[config.mk]
export PLATFORM = sky130hd
export DESIGN_NAME = serial_addsub_core
export DESIGN_NICKNAME = d
export VERILOG_FILES = /design/src/rtl/serial_addsub_core.sv
export SDC_FILE = /design/constraint.sdc
export NUM_CORES = 1
export LEC_CHECK = 0
export CORE_UTILIZATION = 35
export CTS_CLUSTER_SIZE = 10
export DETAILED_ROUTE_END_ITERATION = 10
export HOLD_SLACK_MARGIN = 0.08
export MAX_ROUTING_LAYER = met4
export SYNTH_ARGS = -nofsm -noshare
export SYNTH_HDL_FRONTEND = slang
export SYNTH_SLANG_ARGS = --single-unit
[constraint.sdc]
create_clock -name i_clk -period 2.5 [get_ports i_clk]
set_input_delay 0.375 -clock i_clk [delete_from_list [all_inputs] [get_ports i_clk]]
set_output_delay 0.375 -clock i_clk [all_outputs]
set_load 0.005 [all_outputs]
[src/rtl/serial_addsub_core.sv]
// Bit-serial WIDTH-bit adder/subtractor with a start/done handshake.
// Operands are consumed LSB-first, one bit per clock, through a two-state carry Mealy machine.
module serial_addsub_core #(
  parameter int WIDTH = 8
) (
  input  logic             i_clk,
  input  logic             reset,
  input  logic             start,
  input  logic             mode,
  input  logic [WIDTH-1:0] A_i,
  input  logic [WIDTH-1:0] B_i,
  output logic             busy,
  output logic             done,
  output logic [WIDTH-1:0] sum_o,
  output logic             c_out,
  output logic             ovf,
  output logic             s_bit
);

  localparam int CW = $clog2(WIDTH + 1);
  localparam logic [CW-1:0] LAST_BIT = CW'(WIDTH - 1);

  typedef enum logic {IDLE, RUN} state_t;
  typedef enum logic {C0, C1} carry_t;

  state_t           state_q, state_d;
  carry_t           carry_q, carry_d;
  logic [WIDTH-1:0] a_q, a_d;
  logic [WIDTH-1:0] b_q, b_d;
  logic [WIDTH-1:0] res_q, res_d;
  logic [WIDTH-1:0] sum_q, sum_d;
  logic [CW-1:0]    cnt_q, cnt_d;
  logic             cout_q, cout_d;
  logic             ovf_q, ovf_d;
  logic             done_q, done_d;

  logic a_bit, b_bit, cin;

  assign a_bit = a_q[0];
  assign b_bit = b_q[0];
  assign cin   = (carry_q == C1);

  always_ff @(posedge i_clk or posedge reset) begin
    if (reset) begin
      state_q <= IDLE;
      carry_q <= C0;
      a_q     <= '0;
      b_q     <= '0;
      res_q   <= '0;
      sum_q   <= '0;
      cnt_q   <= '0;
      cout_q  <= 1'b0;
      ovf_q   <= 1'b0;
      done_q  <= 1'b0;
    end else begin
      state_q <= state_d;
      carry_q <= carry_d;
      a_q     <= a_d;
      b_q     <= b_d;
      res_q   <= res_d;
      sum_q   <= sum_d;
      cnt_q   <= cnt_d;
      cout_q  <= cout_d;
      ovf_q   <= ovf_d;
      done_q  <= done_d;
    end
  end

  always_comb begin
    state_d = state_q;
    carry_d = carry_q;
    a_d     = a_q;
    b_d     = b_q;
    res_d   = res_q;
    sum_d   = sum_q;
    cnt_d   = cnt_q;
    cout_d  = cout_q;
    ovf_d   = ovf_q;
    done_d  = 1'b0;
    s_bit   = 1'b0;

    case (state_q)
      IDLE: begin
        if (start) begin
          // Subtraction is A + ~B + 1: invert B and preload the carry.
          a_d     = A_i;
          b_d     = mode ? ~B_i : B_i;
          carry_d = mode ? C1 : C0;
          cnt_d   = '0;
          state_d = RUN;
        end
      end

      RUN: begin
        s_bit = a_bit ^ b_bit ^ cin;
        if (a_bit && b_bit)
          carry_d = C1;
        else if (!a_bit && !b_bit)
          carry_d = C0;
        else
          carry_d = carry_q;

        a_d   = a_q >> 1;
        b_d   = b_q >> 1;
        res_d = {s_bit, res_q[WIDTH-1:1]};
        cnt_d = cnt_q + CW'(1);

        if (cnt_q == LAST_BIT) begin
          // On the MSB, cin is the carry into it and carry_d the carry out.
          state_d = IDLE;
          sum_d   = res_d;
          cout_d  = (carry_d == C1);
          ovf_d   = cin ^ (carry_d == C1);
          done_d  = 1'b1;
        end
      end

      default: state_d = IDLE;
    endcase
  end

  assign busy  = (state_q == RUN);
  assign done  = done_q;
  assign sum_o = sum_q;
  assign c_out = cout_q;
  assign ovf   = ovf_q;

endmodule

### Word level (Yosys, flattened, before mapping)

Cells that the tools add are included.

* register bits after elaboration: 41
* bits in latches: 0
* memory bits (writable): 0
* bits in read-only memories: 0
* input bits: 20
* output and inout port bits: 13
* word-level logic and storage cells: 42
* memories kept: 0

* add/subtract/negate cells: 1
* multipliers: 0
* div/mod/pow operators: 0
* $lt $le $gt $ge: 0
* eq/ne operators: 2
* shifts and indexed selects: 0
* multiplexer cells: 19
* bitwise gates (word level): 5
* reductions and logical operators: 5

Operators by type and width (number)
* $pmux W8 S2: 2
* $mux W8: 3
* $mux W1: 10
* $not A8 Y8: 1
* $pmux W4 S2: 1
* $add A4 B1 Y4 const B: 1
* $eq A4 B3 Y1 const B: 1
* $mux W4: 1
* $pmux W1 S2: 2
* $xor A1 B1 Y1: 3
* $logic_and A1 B1 Y1: 2
* $logic_not A1 Y1: 2
* $ne A2 B2 Y1 const B: 1
* $reduce_and A2 Y1: 1
* $not A1 Y1: 1

### Longest topological paths before layout

Gate-level depths: netlist of run 1.

* word-level depth: 6
* depth in mapped cells: 5
* gate-level depth less buffers: 4

### Worst setup path before layout of run 1

OpenSTA, ideal clock, no wires.

* path kind: reg2out
* start point: register carry_q
* end point: output port s_bit
* arrival time: 1.087 ns
* data required time: 2.125 ns
* path slack: 1.038 ns
* cell stages (with the launch flop): 3
* buffers on the path: 0
* path through: dfrtp_1 fa_1 and2_1

* cells in the longest elaborated chain, start to end: 2

Ends and longest elaborated chain
* from (decl): line 27 `carry_t carry_q, carry_d;`
* from (signal assigned): line 57 `carry_q <= carry_d;`
* $xor A1 B1 Y1: line 95 `s_bit = a_bit ^ b_bit ^ cin;`
* $mux W1: line 82 `case (state_q)`
* to (decl): line 17 `output logic s_bit`

Every way passes these cells.

### Worst setup path in the final report of run 1

Same ends and word-level chain as after synthesis.

==> reports/results.txt, run 1 <==
Min Hold Slack: 493.3 ps
crit path time final: 2304 ps
hold path cells: 2
Arr. time, crit path: 1930 ps
number of synthesis warnings: 0
setup slack, reg-to-reg: 870 ps
critical path class: reg -> out
Post-Layout Cell Count: 241
Worst-Skew Late Latency: 280 ps
row cnt: 25
largest net degree at the start of global routing: 47
NumNets Final: 198
Reg area: 1001 µm²
synthesized flop and latch total: 40
hold-fix buffers at CTS: 0
TritonRoute pass-1 iters: 4
Core Util, Final: 46.34%
Final setup viols: 0
die area: 5399 µm²
Final ANT Viol Nets: 0
type of origin of the critical path: register
skew final: 7.264 ps
Pwr Density: 1046 nW/µm²
Netlist Area Pre-Place: 1788 µm²
Chip Height: 73.48 µm
Post-Syn Nets: 165
switching power: 0.7117 mW
top cells by area, synth: dfrtp_1 56%, mux2_4 5.9%, mux2_2 5.7%, mux2i_1 5.6%, o21ai_0 5.0%
fillcell total: 461
R2R Path Start: busy$_DFF_PP0_
clock share of power: 16.1%
DR vias/cell: 4.739
htree depth: 2
RSZ-0062 raised after global routing: false
global-route wire length before repair: 5313 µm
Post-CTS Setup Inserts: 0
setup total negative slack: 0 ps
Vias: 1142
Initial DRC Count: 44
switch share: 30.48%
max-cap viol count: 0
Final Cycle Share: 92.17%
DP HPWL: 2104 µm
initial antenna violation count: 0
Die Width: 73.48 µm
Rel. slew slack: 65.51%
register area share after synthesis: 55.98%
count of different cell masters after synthesis: 26
post-synth top area cell: dfrtp_1
Sink Count: 40
Avg Cell Area, Syn: 12.50 µm²
CTS buffer count: 5
most common cell after layout, fill and taps aside: dfrtp_1
Ports: 33
GR Util All Layers: 13.40%
CTS tree: yes
footprint of the multi-input gates: 728.2 µm²
Worst Hold End: a_q[0]$_DFFE_PP0P_
core area: 4817 µm²
WP data required: 2120 ps
dpl cells: 236
Pleak: 1.016 nW
vias in the first global route: 1189
clk slew on worst S/H paths: 70 ps
Worst-Margin Slew: 515.7 ps
register share of total power: 45.4%
final-report max-slew violation count: 0
status: finished, final reports clean
HP Class: reg -> reg
I/O Buffers: 32
Pint: 1.623 mW
PostCTS Resize Cnt: 0
Area Growth Syn to Fin: 24.84%
R2R Path End: sum_o[1]$_DFFE_PP0P_
final antenna diode count: 0
Max Fclk: 434.0 MHz
Fin. Hold Viols: 0
Starting Density: 37.12%
gr ovfl total: 0
share of cells above drive strength 1: 14.37%
Routed WL per cell: 12.70 µm
VDD IR max: 0.0004401 V
Yosys top cell area share: 55.98%
crit end category: output port
hold_sp: a_q[1]$_DFFE_PP0P_
clock tree buffer depth: 2
Comb power frac: 38.5%
commonest cells after routing, fill and taps aside: 40 x dfrtp_1, 32 x clkdlybuf4s50_1, 18 x o21ai_0, 10 x nand2_1, 10 x mux2i_1
clk root buf: clkbuf_8
FF-to-FF path depth: 3
routability cong.: 0.7306
Post-Syn Instances: 143
Worst Path Max Fanout: 3
Routed WL: 3061 µm
drt drc: 0
## state kept, by name, indices dropped and copies added (netlist names)
signal and flops:
a_q 8, b_q 8, busy 1, c_out 1, carry_q 1, cnt_q 4
done 1, ovf 1, res_q 7, sum_o 8
## layer usage
metal | vias up | global-route usage (%) | wire length [µm]
met2 | 26 | 23.14 | 1567
met4 | 0 | 4.487 | 43
met5 | - | - | 0
met1 | 557 | 14.61 | 1341
met3 | 5 | 4.115 | 108
li1 | 554 | - | -
## synth_stat cells
library cell   n
nand2_1       10
mux2_4         7
inv_1          2
mux2_2         9
xnor2_1        9
nand2b_1       3
o21ai_0       18
nand4b_4       1
buf_6          1
buf_2          5
clkbuf_1       2
fa_1           1
nor3b_1        6
nand4_1        1
a21oi_1        6
and2_1         1
mux2i_1       10
ha_1           1
a22o_1         1
xor2_1         1
nor2_1         4
a211oi_1       1
a22oi_1        1
buf_4          1
nand3_1        1
dfrtp_1       40
## worst max path at each step
| stage | startpoint | to | slack, ps | depth (start not counted) |
|---|---|---|---|---|
| final | carry_q$_DFFE_PP0P_ | s_bit | 200 | 3 |
| after global routing | carry_q$_DFFE_PP0P_ | s_bit | 100 | 3 |
| after CTS | carry_q$_DFFE_PP0P_ | s_bit | 170 | 3 |
| after detailed placement | carry_q$_DFFE_PP0P_ | s_bit | 490 | 3 |
| after global placement | carry_q$_DFFE_PP0P_ | s_bit | 520 | 3 |
| after floorplan | carry_q$_DFFE_PP0P_ | s_bit | 1040 | 2 |
## through the flow
step	power, mW	setup slack [ps]	instance area [µm²]
after floorplan	1.664	1038	1788
after global placement	1.949	523.5	2163
after detailed placement	1.993	491.4	2163
after CTS	2.375	170.7	2232
after global routing	2.522	100.0	2232
final	2.335	195.7	2232
## power groups by stage
stage | Sequential, mW | Clock [mW] | Combinational, mW
after floorplan | 1.05 | 0 | 0.618
after global placement | 1.06 | 0 | 0.887
after detailed placement | 1.08 | 0 | 0.915
after CTS | 1.07 | 0.391 | 0.918
after global routing | 1.10 | 0.417 | 1.01
final | 1.06 | 0.375 | 0.899
## cell type report
class                      count  area share [%]
clock buffer                   5           3.083
inverter                       2          0.3363
multi-input combinational     92           32.62
sequential                    40           44.84
tap                           67           3.756
timing repair buffer          35           15.36
## cells by family (layout without fill, tap and decap cells)
group / count (synthesis) / after routing / synth area share [%]
AOI/OAI and AO/OA: 27 / 27 / 8.048
xor gates and xnor gates: 10 / 10 / 4.899
adders and majority gates: 2 / 2 / 1.819
buffers and inverters: 11 / 42 / 3.289
DFF: 40 / 40 / 55.98
muxes: 26 / 26 / 17.15
and+or+nand+nor: 27 / 27 / 8.817
## critical path: stages, from the launching register on
cell and delay [ps]:
dfrtp_1 430, fa_1 600, and2_1 140, clkdlybuf4s50_1 490
No activity file was read; power rests on OpenSTA's default activity.
==> inputs of run 2 (changes only) <==
--- a/config.mk
+++ b/config.mk
@@ -9,7 +9,6 @@
 export CTS_CLUSTER_SIZE = 10
 export DETAILED_ROUTE_END_ITERATION = 10
 export HOLD_SLACK_MARGIN = 0.08
-export MAX_ROUTING_LAYER = met4
 export SYNTH_ARGS = -nofsm -noshare
 export SYNTH_HDL_FRONTEND = slang
 export SYNTH_SLANG_ARGS = --single-unit
==> run 2 against run 1 <==
Die area did not move. Via count fell by 0.18%. Combinational power barely moved. Fmax barely moved. Core utilization did not move. Sequential power barely moved. First-iteration DRC count fell by 16%. Sequential cell count did not move. Clock power barely moved. Sequential share of layout area did not move. Critical endpoint unchanged. Largest cell class unchanged. Highest routed layer unchanged.
==> reports/results.txt, run 2 (same netlist as run 1, synthesis figures left out) <==
vias in the first global route: 1189
crit end category: output port
WP buf/inv: 1
dpl cells: 236
largest net degree at the start of global routing: 47
Worst Path Max Fanout: 3
clk slew on worst S/H paths: 70 ps
Design Power: 2.335 mW
GR Util met1: 14.44%
Routed WL: 3061 µm
footprint of the multi-input gates: 728.2 µm²
Worst-Skew Late Latency: 280 ps
GR Layer Usage met3: 4.390%
FF-to-FF path depth: 3
commonest cells after routing, fill and taps aside: 40 x dfrtp_1, 32 x clkdlybuf4s50_1, 18 x o21ai_0, 10 x nand2_1, 10 x mux2i_1
clk root buf: clkbuf_8
global-route wire length before repair: 5313 µm
dpl ws: 491.4 ps
Area Growth Syn to Fin: 24.84%
switching power: 0.7112 mW
row cnt: 25
Fin. Hold Viols: 0
Post-CTS Setup Inserts: 0
Arr. time, crit path: 1930 ps
CTS buffer count: 5
crit path time final: 2304 ps
Sink Count: 40
setup slack, reg-to-reg: 870 ps
CP Depth: 3
Final setup viols: 0
skew final: 7.264 ps
CP delay by family, top: adder cells
drt drc: 0
Final Cycle Share: 92.15%
Routed WL per cell: 12.70 µm
type of origin of the critical path: register
Worst-Margin Slew: 515.3 ps
CTS tree: yes
Die Width: 73.48 µm
WP data required: 2120 ps
Chip Height: 73.48 µm
fillcell total: 461
hold-fix buffers at CTS: 0
Starting Density: 37.12%
routability cong.: 0.7222
core area: 4817 µm²
GR Util All Layers: 13.01%
PostCTS Resize Cnt: 0
TritonRoute pass-1 iters: 4
clock share of power: 16.0%
share of cells above drive strength 1: 14.37%
DR vias/cell: 4.730
max-cap viol count: 0
Final ANT Viol Nets: 0
R2R Path Start: busy$_DFF_PP0_
Rel. slew slack: 65.54%
Max Fclk: 434.1 MHz
Worst path slowest cell: fa_1
Initial DRC Count: 37
CP peak stage delay: 600 ps
switch share: 30.47%
final antenna diode count: 0
status: finished, final reports clean
clock tree buffer depth: 2
VDD IR max: 0.0004392 V
GRT met2 Usage: 23.14%
final setup margin: 196.3 ps
Pleak: 1.016 nW
Pwr Density: 1046 nW/µm²
initial antenna violation count: 0
Pint: 1.623 mW
Post-Layout Cell Count: 241
setup total negative slack: 0 ps
crit path capture: s_bit
Comb power frac: 38.5%
Ports: 33
crit-path cells: fa_1 > and2_1 > clkdlybuf4s50_1
R2R Path End: sum_o[1]$_DFFE_PP0P_
RSZ-0062 raised after global routing: false
Reg area: 1001 µm²
DP HPWL: 2104 µm
worst setup path startpoint: carry_q$_DFFE_PP0P_
critical path class: reg -> out
htree depth: 2
busiest layer in global routing: met2
HP Class: reg -> reg
gr ovfl total: 0
I/O Buffers: 32
NumNets Final: 198
die area: 5399 µm²
most common cell after layout, fill and taps aside: dfrtp_1
register share of total power: 45.5%
final-report max-slew violation count: 0
Vias: 1140
-- run 2: cell counts in the layout (fill, tap and decap cells not counted) --
No cell type changed its count.
-- run 2: worst min-delay path by stage --
stage	end	cells past startpoint	startpoint
3_5_place_dp	a_q[0]$_DFFE_PP0P_	2	a_q[1]$_DFFE_PP0P_
6_report	a_q[0]$_DFFE_PP0P_	2	a_q[1]$_DFFE_PP0P_
4_1_cts	a_q[0]$_DFFE_PP0P_	2	a_q[1]$_DFFE_PP0P_
2_1_floorplan	a_q[0]$_DFFE_PP0P_	2	a_q[1]$_DFFE_PP0P_
3_3_place_gp	a_q[1]$_DFFE_PP0P_	2	a_q[2]$_DFFE_PP0P_
5_1_grt	res_q[1]$_DFFE_PP0P_	1	res_q[1]$_DFFE_PP0P_
-- run 2: worst min-delay path, cell delays in order, from the launching register on --
cell and delay, ps:
dfrtp_1 350, nand2_1 50, o21ai_0 60
-- run 2: through the flow --
stage / area [µm²] / utilization (%) / hold slack (ps)
6_report: 2232 / 46.34 / 493.4
3_5_place_dp: 2163 / 44.91 / 477.2
5_1_grt: 2232 / 46.34 / 526.1
4_1_cts: 2232 / 46.34 / 493.4
2_1_floorplan: 1788 / - / 452.3
3_3_place_gp: 2163 / 44.91 / 466.9
-- run 2: layout make-up --
type	count	share of cell area, %
Sequential cell	40	44.84
Clock buffer	5	3.083
Tap cell	67	3.756
Multi-Input combinational cell	92	32.62
Timing Repair Buffer	35	15.36
Inverter	2	0.3363
-- run 2: per-layer routing --
metal | part of all wire, % | vias up | routed length [µm]
met4 | 1.4 | 0 | 43
li1 | - | 554 | -
met3 | 4.0 | 5 | 121
met2 | 51 | 26 | 1566
met5 | 0 | - | 0
met1 | 43 | 555 | 1330
-- run 2: power by group through the flow --
| stage | registers, mW | clock network, mW | logic (mW) |
|---|---|---|---|
| after floorplan | 1.05 | 0 | 0.618 |
| after global placement | 1.06 | 0 | 0.887 |
| after detailed placement | 1.08 | 0 | 0.915 |
| after CTS | 1.07 | 0.391 | 0.918 |
| after global routing | 1.10 | 0.417 | 1.01 |
| final | 1.06 | 0.374 | 0.899 |
